`src/rtl/fifo_write_arbiter.sv`:
```
// fifo_write_arbiter
// Round-robin, burst-locked arbiter that shares the single write port of a
// FIFO among NUM_IN valid/ready producer channels. A registered output stage
// drives the FIFO din/din_v pair and honours its din_r backpressure.
//
// Ports:
//   clock          sole clock
//   reset          asynchronous, active-low reset
//   io_in_din      requester data, channel i at [i*DATA_WIDTH +: DATA_WIDTH]
//   io_in_din_v    requester valid
//   io_in_din_r    requester ready (one-hot or zero)
//   io_fifo_din    word to FIFO
//   io_fifo_din_v  word valid to FIFO
//   io_fifo_din_r  FIFO ready
//   io_grant       one-hot current owner, zero when idle
//   io_busy        high while a channel owns the port
//
// Optional build macro FIFO_ARB_STATS_EN adds:
//   io_stall_clr   synchronous clear of the stall counter
//   io_stall_cnt   saturating count of cycles with din_v=1 and din_r=0

module fifo_write_arbiter #(
    parameter int unsigned NUM_IN     = 4,
    parameter int unsigned DATA_WIDTH = 32,
    parameter int unsigned BURST_LEN  = 4
) (
    input  logic                         clock,
    input  logic                         reset,
    input  logic [NUM_IN*DATA_WIDTH-1:0] io_in_din,
    input  logic [NUM_IN-1:0]            io_in_din_v,
    output logic [NUM_IN-1:0]            io_in_din_r,
    output logic [DATA_WIDTH-1:0]        io_fifo_din,
    output logic                         io_fifo_din_v,
    input  logic                         io_fifo_din_r,
    output logic [NUM_IN-1:0]            io_grant,
    output logic                         io_busy
`ifdef FIFO_ARB_STATS_EN
    ,
    input  logic                         io_stall_clr,
    output logic [15:0]                  io_stall_cnt
`endif
);

    localparam int unsigned IDX_W = $clog2(NUM_IN);
    localparam int unsigned CNT_W = 8;

    typedef enum logic [0:0] {
        IDLE   = 1'b0,
        LOCKED = 1'b1
    } state_t;

    state_t                  state_q, state_d;
    logic [IDX_W-1:0]        owner_q, owner_d;
    logic [IDX_W-1:0]        last_q, last_d;
    logic [CNT_W-1:0]        cnt_q, cnt_d;
    logic [DATA_WIDTH-1:0]   data_q, data_d;
    logic                    valid_q, valid_d;

    logic [DATA_WIDTH-1:0]   ch_data [NUM_IN];
    logic                    out_free;
    logic                    owner_v;
    logic                    found;
    logic [IDX_W-1:0]        pick;
    int unsigned             idx;
    logic [CNT_W-1:0]        cnt_inc;

    // Unpack the flat requester data bus into per-channel words
    for (genvar i = 0; i < NUM_IN; i++) begin : g_unpack
        assign ch_data[i] = io_in_din[i*DATA_WIDTH +: DATA_WIDTH];
    end

    assign out_free = !valid_q || io_fifo_din_r;
    assign owner_v  = io_in_din_v[owner_q];
    assign cnt_inc  = cnt_q + CNT_W'(1);

    // Round-robin search starting just after the previous owner
    always_comb begin
        found = 1'b0;
        pick  = '0;
        idx   = 0;
        for (int unsigned k = 1; k <= NUM_IN; k++) begin
            idx = (32'(last_q) + k) % NUM_IN;
            if (!found && io_in_din_v[IDX_W'(idx)]) begin
                found = 1'b1;
                pick  = IDX_W'(idx);
            end
        end
    end

    // State and output-register update
    always_ff @(posedge clock or negedge reset) begin
        if (!reset) begin
            state_q <= IDLE;
            owner_q <= '0;
            last_q  <= IDX_W'(NUM_IN - 1);
            cnt_q   <= '0;
            data_q  <= '0;
            valid_q <= 1'b0;
        end else begin
            state_q <= state_d;
            owner_q <= owner_d;
            last_q  <= last_d;
            cnt_q   <= cnt_d;
            data_q  <= data_d;
            valid_q <= valid_d;
        end
    end

    // Next-state: arbitration in IDLE, burst transfer in LOCKED
    always_comb begin
        state_d = state_q;
        owner_d = owner_q;
        last_d  = last_q;
        cnt_d   = cnt_q;
        data_d  = data_q;
        valid_d = valid_q;

        // FIFO consumes the held word; a new accept below overrides this
        if (valid_q && io_fifo_din_r) begin
            valid_d = 1'b0;
        end

        case (state_q)
            IDLE: begin
                if (found) begin
                    state_d = LOCKED;
                    owner_d = pick;
                    last_d  = pick;
                    cnt_d   = '0;
                end
            end
            LOCKED: begin
                if (owner_v && out_free) begin
                    data_d  = ch_data[owner_q];
                    valid_d = 1'b1;
                    cnt_d   = cnt_inc;
                    if (cnt_inc == CNT_W'(BURST_LEN)) begin
                        state_d = IDLE;
                    end
                end else if (!owner_v && out_free) begin
                    // Owner went quiet while the port could take data
                    state_d = IDLE;
                end
            end
            default: state_d = IDLE;
        endcase
    end

    // Grant/ready decode from the registered owner
    always_comb begin
        io_grant    = '0;
        io_in_din_r = '0;
        if (state_q == LOCKED) begin
            io_grant = NUM_IN'(1) << owner_q;
            if (out_free) begin
                io_in_din_r = NUM_IN'(1) << owner_q;
            end
        end
    end

    assign io_busy       = (state_q == LOCKED);
    assign io_fifo_din   = data_q;
    assign io_fifo_din_v = valid_q;

`ifdef FIFO_ARB_STATS_EN
    logic [15:0] stall_q;

    // Saturating backpressure counter, clear wins over increment
    always_ff @(posedge clock or negedge reset) begin
        if (!reset) begin
            stall_q <= '0;
        end else if (io_stall_clr) begin
            stall_q <= '0;
        end else if (valid_q && !io_fifo_din_r && (stall_q != 16'hFFFF)) begin
            stall_q <= stall_q + 16'd1;
        end
    end

    assign io_stall_cnt = stall_q;
`endif

endmodule

```
`config.mk`:
```
export PLATFORM = sky130hd
export DESIGN_NAME = fifo_write_arbiter
export DESIGN_NICKNAME = d
export VERILOG_FILES = /design/src/rtl/fifo_write_arbiter.sv
export SDC_FILE = /design/constraint.sdc
export NUM_CORES = 1
export LEC_CHECK = 0
export ABC_AREA = 1
export BUFFER_PORTS_ARGS = -buffer_cell sky130_fd_sc_hd__buf_2
export CAP_MARGIN = 0
export CORE_AREA = 2 2 93 95
export DETAILED_ROUTE_END_ITERATION = 16
export DIE_AREA = 0 0 95 97
export GPL_TIMING_DRIVEN = 0
export PLACE_DENSITY = 0.84
export SETUP_SLACK_MARGIN = 0.1
export SLEW_MARGIN = 20
export SYNTH_ARGS = -nofsm -noshare
export SYNTH_HDL_FRONTEND = slang
export SYNTH_SLANG_ARGS = --single-unit
```
`constraint.sdc`:
```
create_clock -name clock -period 1.5 [get_ports clock]
set_input_delay 0.3 -clock clock [delete_from_list [all_inputs] [get_ports clock]]
set_output_delay 0.3 -clock clock [all_outputs]
set_load 0.1 [all_outputs]
```
* Word level (Yosys, flattened, before mapping) *
Index checks and enable logic that the tools add are counted.

storage, ports and cells
  word-level logic and storage cells = 73
  flip-flop bits (word level) = 46
  input port bits = 135
  output and inout port bits = 42

cells by class
  order comparisons = 6
  shift operators = 1
  muxes and demuxes = 35
  reduce and logical (&&, ||, !) cells = 15
  add/subtract/negate cells = 5
  eq/ne operators = 3
  bitwise operators = 2

operators with widths
  cell                                                         count
  binary-select mux 32 bit (select 2 bit)                      1
  two-way mux 32 bit                                           2
  two-way mux 1 bit                                            16
  two-way mux 8 bit                                            2
  one-hot mux 8 bit (2 select lines)                           1
  less-than comparator 2 x 3 -> 1 bit (second input constant)  5
  two-way mux 4 bit                                            3
  binary-select mux 1 bit (select 2 bit)                       5
  adder 8 x 1 -> 8 bit (second input constant)                 1
  equality test 8 x 3 -> 1 bit (second input constant)         1
  two-way mux 2 bit                                            4
  logical AND 1 bit                                            6
  AND reduction 2 bit                                          3
  logical NOT 1 bit                                            5
  adder 2 x 1 -> 2 bit (second input constant)                 2
  adder 2 bit (second input constant)                          2
  left shift 1 x 2 -> 4 bit (first input constant)             1
  greater-or-equal comparator 3 bit (second input constant)    1
  NOT 2 -> 3 bit                                               1
  != test 2 x 1 -> 1 bit (second input constant)               1
  != test 2 bit (second input constant)                        1
  one-hot mux 1 bit (2 select lines)                           1
  logical OR 1 bit                                             1
  NOT 1 bit                                                    1

* Depth between registers and ports, before layout *
Gate-level depths: netlist of run 1.

  depth after elaboration = 15
  depth in mapped cells = 12
  mapped depth without buffers = 11

* Worst setup path after synthesis of run 1 *
No wires, ideal clock.

  kind = register to output
  from = register state_q, in the netlist io_busy
  to = output io_in_din_r[0]
  arrival time = 3.279 ns
  buffers on the path = 0
  stages on the path, launching flop included = 3
  slack = -2.079 ns
  data required time = 1.200 ns
  cells stage by stage = dfrtp_1 > inv_2 > nor3_1

between the ends
  longest elaborated chain between the ends = 1

RTL lines
  what                      line  text
  start: declaration        52    state_t state_q, state_d;
  start signal: assignment  100   state_q <= state_d;
  two-way mux 4 bit         153   if (state_q == LOCKED) begin
  end: declaration          31    output logic [NUM_IN-1:0] io_in_din_r,

No other way between the ends.

* Final worst setup path of run 1 *
  from = register owner_q[0]
  to = output io_in_din_r[0]

between the ends
  longest elaborated chain between the ends = 3

RTL lines
  what                       line  text
  start: declaration         53    logic [IDX_W-1:0] owner_q, owner_d;
  start signal: assignment   101   owner_q <= owner_d;
  left shift 1 x 2 -> 4 bit  156   io_in_din_r = NUM_IN'(1) << owner_q;
  two-way mux 4 bit          155   if (out_free) begin
  two-way mux 4 bit          153

No other way between the ends.

==> qor.yml, run 1 <==
layout:
  final_cell_mix: "nand2_1, buf_2, nand3_1"
  drive_gt1_share_pct: 48.4
  final_common_cell: "nand2_1"
  multiInputGateArea_um2: 2180
  layout.nets: 854
  final_area_um2: 5570
  diodes: 0
  utilization_pct: 68.4
  fin_cells: 824
  n_fill_cell: 638
  area_growth_syn_to_layout_pct: 69.2
  seqCellArea_um2: 1160
worst_setup_path:
  worst_path_max_delay_cell: "dfrtp_1"
  worstPathRequired_ns: 1.20
  max_stage_delay_ns: 0.41
  critPathLaunchType: "flop"
  critPathCaptureType: "output pin"
  crit_fanout: 4
  timing.critical_path.mode_cell: "buf_6"
  cp_top_family: "buffers and inverters"
  crit_chain: "buf_6, nor2_4, buf_6, inv_4, nor3_4, buf_12"
  critPathBufInv: 4
  worstPathArrival_ns: 1.56
  timing_worst_setup_path_type: "reg2out"
floorplanning:
  start_util_pct: 40.4
  placementRows: 33
  die_area_um2: 9220
  core_um2: 8130
  io_pins: 177
  die_h_um: 97
  die_x_um: 95
timing:
  fin_skew_ns: 0.00936
  finalSetupTns_ns: -12.14
  min_period_over_period_pct: 124
  rsz0062_at_grt: "true"
  drv_slew: 0
  fmax_ghz: 0.539
  relSlewSlack_pct: 58.1
  finalWorstSetupSlack_ns: -0.357
  worstMarginPinSlew_ns: 0.629
  whs_ns: -0.00397
  setup_violations: 54
  fin_crit_ns: 1.86
  hold_viol_final: 1
placement:
  dp_cells: 777
  pre_cts_slack_ns: -0.402
  gp_congestion: 0.901
  dpl.hpwl_um: 9680
  placed_cell_area_um2: 4520
  port_buffers: 176
pwr:
  worst_ir_drop_vdd_v: 0.00126
  powerDensity_nw_per_um2: 2840
  p_leak_nw: 2.87
  design_power_total_mw: 15.8
global_route:
  grt_util_all_layers_pct: 29.7
  grt_pass1_wl_um: 21400
  grt_pass1_vias: 4334
  antenna_found_initial: 0
  grt_max_degree: 47
  gr-total-overflow: 0
synthesis:
  synth_cell_type_count: 26
  synth_top_area_cell: "dfrtp_1"
  synth_cells: 496
  yosysWarnings: 0
  synth_area_um2: 3290
  synth_top_area_share_pct: 33.5
  syn-num-nets: 632
  avgSynthCellArea_um2: 6.63
  yosysSeqAreaShare_pct: 35.1
  synth_area_leaders: "dfrtp_1, nand2_1, nand3_1"
  ys_ff_latch: 46
run_status:
  outcome: "finished with violations"
  violations: "negative hold slack, negative setup slack"
run:
  maxCapViolations: 0
routing:
  postRouteAntennaNets: 0
  avgViaCountPerCell: 5.55
  routed_wl_um: 14600
  drt_iter0_markers: 380
  drc: 0
  wl_per_cell_um: 17.7
  drtPass1Iterations: 6
  vias: 4577
cts:
  cts_buffer_depth: 2
  tritoncts: "yes"
  cts.sinks: 46
  clk_root_buffer_cell: "clkbuf_8"
  ctsHoldBuffers: 0
  cts_made_buffers: 5
  cts.clk_slew.worst_paths_ns: 0.09
  clk_latency_ns: 0.31
  htreeDepth: 2
hold_path:
  hp-class: "in2async"
[worst paths after layout]
kind | from | end | slack, ns | depth (start not counted)
worst max-delay path | owner_q[0]$_DFFE_PN0P_ | io_in_din_r[0] | -0.36 | 6
worst min-delay path | reset | cnt_q[5]$_DFFE_PN0P_ | -0.004 | 1
worst max register to register | owner_q[0]$_DFFE_PN0P_ | cnt_q[4]$_DFFE_PN0P_ | -0.28 | 11
worst min register to register | io_fifo_din[10]$_DFFE_PN0P_ | io_fifo_din[10]$_DFFE_PN0P_ | 0.49 | 2
max in group asynchronous | reset | io_fifo_din_v$_DFF_PN0_ | 1.05 | 1
min in group clock | io_in_din[20] | io_fifo_din[20]$_DFFE_PN0P_ | 0.30 | 5
[power by group]
| part | switching [mW] | internal (mW) |
|---|---|---|
| combinational | 8.51 | 4.23 |
| clock | 0.460 | 0.423 |
| sequential | 0.376 | 1.80 |
[synthesized netlist by cell type, drive strengths merged]
cell type and count:
o21bai 2, nand2 209, buf 26, or2 1, nor2 15, clkbuf 10
ha 1, nor3 5, inv 22, a21boi 1, dfstp 2, nand3 119
nand4 36, a21oi 1, dfrtp 44, nand3b 2
[metal layers]
metal / GRT usage (%) / part of all wire, %
met1: 36.2 / 36
met2: 50.3 / 52
met3: 6.15 / 9.3
met4: 12.3 / 3.4
met5: 0 / 0
[sequential cells by signal (all words and copies together) (netlist names)]
register       flops
cnt_q              8
io_busy            1
io_fifo_din       32
io_fifo_din_v      1
last_q             2
owner_q            2
[cell type report]
cell class	instances	share of cell area, %
buffer	35	6.38
clock buffer	7	1.73
clock inverter	1	0.157
inverter	22	2.07
multi-input combinational	392	39.1
sequential	46	20.9
tap	105	2.36
timing repair buffer	216	27.3
[cells by family (layout without fill, tap and decap cells)]
family	count (synthesis)	count (layout)	share of synthesized area (%)
compound gates	4	4	0.837
buf+inv	58	281	8.86
flops	46	46	35.1
simple gates	387	387	54.8
fa+ha+maj	1	1	0.380
[what timing repair did]
action | in CTS | in global routing
gates cloned | 4 | 2
gates resized for setup | 97 | 68
setup endpoints to repair | 74 | 67
pin swaps | 9 | 7
buffers inserted | 26 | 8
[worst register-to-register path, stage by stage (launching register included)]
cell	delay, ns
dfrtp_1	0.41
buf_6	0.15
nor2_4	0.16
buf_4	0.14
buf_6	0.11
nand2_4	0.05
nand4_4	0.10
nand2_8	0.10
buf_6	0.15
o21bai_1	0.16
nand2_1	0.07
nor2_1	0.11
(Power assumes the default switching activity.)
==> run 2: changes to the inputs <==
--- a/config.mk
+++ b/config.mk
@@ -13,6 +13,7 @@
 export DIE_AREA = 0 0 95 97
 export GPL_TIMING_DRIVEN = 0
 export PLACE_DENSITY = 0.84
+export RECOVER_POWER = 25
 export SETUP_SLACK_MARGIN = 0.1
 export SLEW_MARGIN = 20
 export SYNTH_ARGS = -nofsm -noshare
==> qor.yml, run 2 (synthesized netlist as in run 1, its figures left out) <==
run_status:
  outcome: "finished with violations"
  violations: "negative setup slack"
placement:
  dpl.hpwl_um: 9680
  dp_cells: 777
  pre_cts_slack_ns: -0.402
  placed_cell_area_um2: 4520
  port_buffers: 176
  gp_congestion: 0.901
global_route:
  gr-total-overflow: 0
  antenna_found_initial: 0
  grt_pass1_vias: 4334
  grt_util_all_layers_pct: 29.7
  grt_max_degree: 47
  grt_pass1_wl_um: 21400
timing:
  min_period_over_period_pct: 124
  setup_violations: 54
  fmax_ghz: 0.538
  fin_crit_ns: 1.86
  drv_slew: 0
  finalWorstSetupSlack_ns: -0.360
  rsz0062_at_grt: "true"
  hold_viol_final: 0
  relSlewSlack_pct: 20.7
  worstMarginPinSlew_ns: 1.19
  whs_ns: 0.223
  finalSetupTns_ns: -12.12
  fin_skew_ns: 0.00944
floorplanning:
  die_area_um2: 9220
  die_h_um: 97
  io_pins: 177
  placementRows: 33
  die_x_um: 95
  core_um2: 8130
  start_util_pct: 40.4
layout:
  area_growth_syn_to_layout_pct: 69.1
  fin_cells: 824
  final_area_um2: 5560
  diodes: 0
  largest_reg_flops: 32
  drive_gt1_share_pct: 48.4
  final_cell_mix: "nand2_1, buf_2, nand3_1"
  utilization_pct: 68.4
  layout.nets: 854
  final_common_cell: "nand2_1"
routing:
  postRouteAntennaNets: 0
  wl_per_cell_um: 17.7
  drt_iter0_markers: 380
  drc: 0
  avgViaCountPerCell: 5.53
  vias: 4559
  drtPass1Iterations: 6
  routed_wl_um: 14600
worst_setup_path:
  r2r_start: "owner_q[0]$_DFFE_PN0P_"
  timing.critical_path.mode_cell: "buf_6"
  critPathBufInv: 4
  critPathCaptureType: "output pin"
  cp_top_family: "buffers and inverters"
  reg2reg_slack_ns: -0.29
  worstPathRequired_ns: 1.20
  worst_path_max_delay_cell: "dfrtp_1"
  worstPathArrival_ns: 1.56
  crit_fanout: 4
  ff2ff_path_depth: 11
  timing_worst_setup_path_type: "reg2out"
  max_stage_delay_ns: 0.41
  crit_chain: "buf_6, nor2_4, buf_6, inv_4, nor3_4, buf_12"
  critPathLaunchType: "flop"
  rr_endpoint: "cnt_q[4]$_DFFE_PN0P_"
cts:
  cts.clk_slew.worst_paths_ns: 0.09
  tritoncts: "yes"
  htreeDepth: 2
  clk_root_buffer_cell: "clkbuf_8"
  cts_made_buffers: 5
  cts.sinks: 46
  clk_latency_ns: 0.31
  cts_buffer_depth: 2
pwr:
  worst_ir_drop_vdd_v: 0.00126
  p_leak_nw: 2.87
  powerDensity_nw_per_um2: 2840
  design_power_total_mw: 15.8
run:
  maxCapViolations: 0
hold_path:
  hp-class: "in2async"
## run 2: report_power, final
part	leakage, nW	internal, mW	switching (mW)	total (mW)
clock	0.0544	0.423	0.462	0.885
sequential	0.579	1.80	0.376	2.18
combinational	2.24	4.23	8.51	12.7
total	2.87	6.45	9.35	15.8
## run 2: metal layers
layer / track usage [%] / share of wire (%) / up-vias
met1: 36.2 / 36 / 2097
met5: 0 / 0 / -
met3: 6.15 / 9.4 / 50
met2: 50.3 / 52 / 311
li1: - / - / 2101
met4: 12.3 / 3.4 / 0
## run 2: repair_timing
action / CTS / global route
cloned: 4 / 2
setup buffers: 26 / 8
endpoints found under the setup margin: 74 / 67
hold buffers: 0 / 0
gates resized for setup: 97 / 68
pin swaps: 9 / 7
## run 2: final cells by class
class / count / area [um2]
tap: 105 / 131
fill: 637 / 2570
clock inverter: 1 / 8.76
sequential: 46 / 1160
inverter: 22 / 115
multi-input combinational: 392 / 2180
timing repair buffer: 216 / 1520
clock buffer: 7 / 96.3
buffer: 35 / 355
## run 2: worst max path at each step
stage | endpoint | startpoint | slack [ns] | cells past startpoint
final | io_in_din_r[0] | owner_q[0]$_DFFE_PN0P_ | -0.36 | 6
after global routing | io_in_din_r[0] | owner_q[0]$_DFFE_PN0P_ | -0.39 | 6
after CTS | io_in_din_r[0] | owner_q[0]$_DFFE_PN0P_ | -0.28 | 6
after detailed placement | io_in_din_r[2] | owner_q[0]$_DFFE_PN0P_ | -0.40 | 6
after global placement | io_in_din_r[2] | owner_q[0]$_DFFE_PN0P_ | -0.36 | 6
after floorplan | io_in_din_r[0] | owner_q[1]$_DFFE_PN0P_ | -0.43 | 5
## run 2: worst register-to-register path, delay by kind of cell, from the launching register on
kind	cells	cell delay [ns]
buffers and inverters	4	0.55
DFF	1	0.41
and+or+nand+nor	6	0.59
AOI/OAI and AO/OA	1	0.17
==> run 3: changes to the inputs <==
--- a/config.mk
+++ b/config.mk
@@ -12,7 +12,8 @@
 export DETAILED_ROUTE_END_ITERATION = 16
 export DIE_AREA = 0 0 95 97
 export GPL_TIMING_DRIVEN = 0
-export PLACE_DENSITY = 0.84
+export HOLD_SLACK_MARGIN = 0.08
+export PLACE_DENSITY = 0.76
 export RECOVER_POWER = 25
 export SETUP_SLACK_MARGIN = 0.1
 export SLEW_MARGIN = 20
==> qor.yml, run 3 (synthesized netlist as in run 1, its figures left out) <==
global_route:
  busiest_layer: "met2"
  grtUsageMet1_pct: 33.8
  gr-total-overflow: 0
  grt_max_degree: 47
  grt_pass1_wl_um: 20300
  grt_util_all_layers_pct: 28.0
  grt_pass1_vias: 4301
  use_met3_pct: 5.53
  antenna_found_initial: 0
  grtUsageMet2_pct: 48.7
routing:
  wl_per_cell_um: 17.2
  avgViaCountPerCell: 5.51
  vias: 4573
  drtPass1Iterations: 5
  routed_wl_um: 14300
  postRouteAntennaNets: 0
  drt_iter0_markers: 299
  drc: 0
floorplanning:
  die_x_um: 95
  start_util_pct: 40.4
  die_h_um: 97
  io_pins: 177
  die_area_um2: 9220
  placementRows: 33
  core_um2: 8130
worst_setup_path:
  critPathBufInv: 4
  worstPathRequired_ns: 1.20
  cp_top_family: "buffers and inverters"
  timing.critical_path.mode_cell: "buf_6"
  worst_path_max_delay_cell: "dfrtp_1"
  timing_worst_setup_path_type: "reg2out"
  worstPathArrival_ns: 1.51
  critPathCaptureType: "output pin"
  critPathLaunchType: "flop"
  max_stage_delay_ns: 0.39
  crit_fanout: 8
  crit_chain: "buf_6, nor2_4, buf_6, inv_4, nor3_4, buf_12"
timing:
  fin_crit_ns: 1.81
  whs_ns: 0.285
  rsz0062_at_grt: "true"
  relSlewSlack_pct: 55.9
  worstMarginPinSlew_ns: 0.662
  min_period_over_period_pct: 121
  fmax_ghz: 0.552
  finalWorstSetupSlack_ns: -0.313
  drv_slew: 0
  setup_violations: 53
  fin_skew_ns: 0.00789
  hold_viol_final: 0
cts:
  cts.sinks: 46
  cts_buffer_depth: 2
  htreeDepth: 2
  cts.clk_slew.worst_paths_ns: 0.09
  tritoncts: "yes"
  clk_latency_ns: 0.31
  clk_root_buffer_cell: "clkbuf_8"
  cts_made_buffers: 5
run_status:
  violations: "negative setup slack"
  outcome: "finished with violations"
layout:
  layout.nets: 860
  final_cell_mix: "nand2_1, buf_2, nand3_1"
  largest_reg_flops: 32
  area_growth_syn_to_layout_pct: 72.6
  final_common_cell: "nand2_1"
  diodes: 0
  drive_gt1_share_pct: 48.4
placement:
  port_buffers: 176
  gp_congestion: 0.918
  dpl.hpwl_um: 9490
pwr:
  design_power_total_mw: 15.9
  powerDensity_nw_per_um2: 2800
  p_leak_nw: 2.94
  worst_ir_drop_vdd_v: 0.00139
run:
  maxCapViolations: 0
hold_path:
  hp-class: "in2reg"
## run 3: cell count changes in the layout (fill, tap and decap cells not counted), moves of 3 or more
| cell | change |
|---|---|
| buf_2 | -3 |
| buf_4 | +17 |
| buf_6 | -4 |
| buf_8 | +5 |
| clkbuf_16 | +4 |
| clkbuf_4 | -9 |
| nand2_1 | +8 |
| nand2_2 | -16 |
| nand2_4 | +8 |
| nand3_2 | +3 |
## run 3: per-layer routing
layer  vias up  wire [um]
met3        59       1240
met4         0        547
met5         -          0
met1      2094       5350
li1       2116          -
met2       304       7140
## run 3: final cells by class
cell class / count / area (um2)
fill: 628 / 2460
multi-input combinational: 392 / 2200
tap: 105 / 131
timing repair buffer: 224 / 1610
sequential: 46 / 1160
clock buffer: 6 / 82.6
clock inverter: 2 / 16.3
buffer: 33 / 347
inverter: 22 / 125
## run 3: power by group
part / total (mW) / internal [mW] / switching, mW
logic: 12.9 / 4.41 / 8.46
registers: 2.18 / 1.80 / 0.380
clock network: 0.861 / 0.381 / 0.480
total: 15.9 / 6.60 / 9.32
## run 3: worst reg2reg max path, delay by kind of cell (launching register included)
kind / cells / cell delay, ns
DFF: 1 / 0.55
and+or+nand+nor: 9 / 0.73
buffers and inverters: 4 / 0.45
## run 3: timing repair
item                                    in CTS  in global routing
endpoints found under the hold margin        0                 44
hold buffers                                 0                  1
pin swaps                                   10                 20
endpoints found under the setup margin      84                 57
gates cloned                                 1                  6
gates resized for setup                    100                 84
buffers inserted                            19                 22
## run 3: path summary, 6_finish.rpt
check                                               to  slack, ns                         from  cells past startpoint
max                                     io_in_din_r[0]      -0.31       owner_q[0]$_DFFE_PN0P_                      6
min                        io_fifo_din[25]$_DFFE_PN0P_       0.29                io_in_din[25]                      5
max reg2reg                     owner_q[1]$_DFFE_PN0P_      -0.28        last_q[0]$_DFFE_PN1P_                     13
min reg2reg                io_fifo_din[26]$_DFFE_PN0P_       0.49  io_fifo_din[26]$_DFFE_PN0P_                      2
max in group asynchronous      io_fifo_din_v$_DFF_PN0_       0.44                        reset                      2
min in group asynchronous         cnt_q[0]$_DFFE_PN0P_       0.58                        reset                      2
## run 3: per-stage QoR
stage	setup TNS, ns	instances	worst slack, ns	utilization [%]	instance area [um2]
6_report	-7.59	830	-0.313	69.8	5680
5_1_grt	-10.41	830	-0.355	69.8	5680
4_1_cts	-6.41	805	-0.269	63.2	5140
3_5_place_dp	-6.21	777	-0.334	55.6	4520
3_3_place_gp	-5.56	777	-0.323	55.6	4520
2_1_floorplan	-4.93	496	-0.429	-	3510
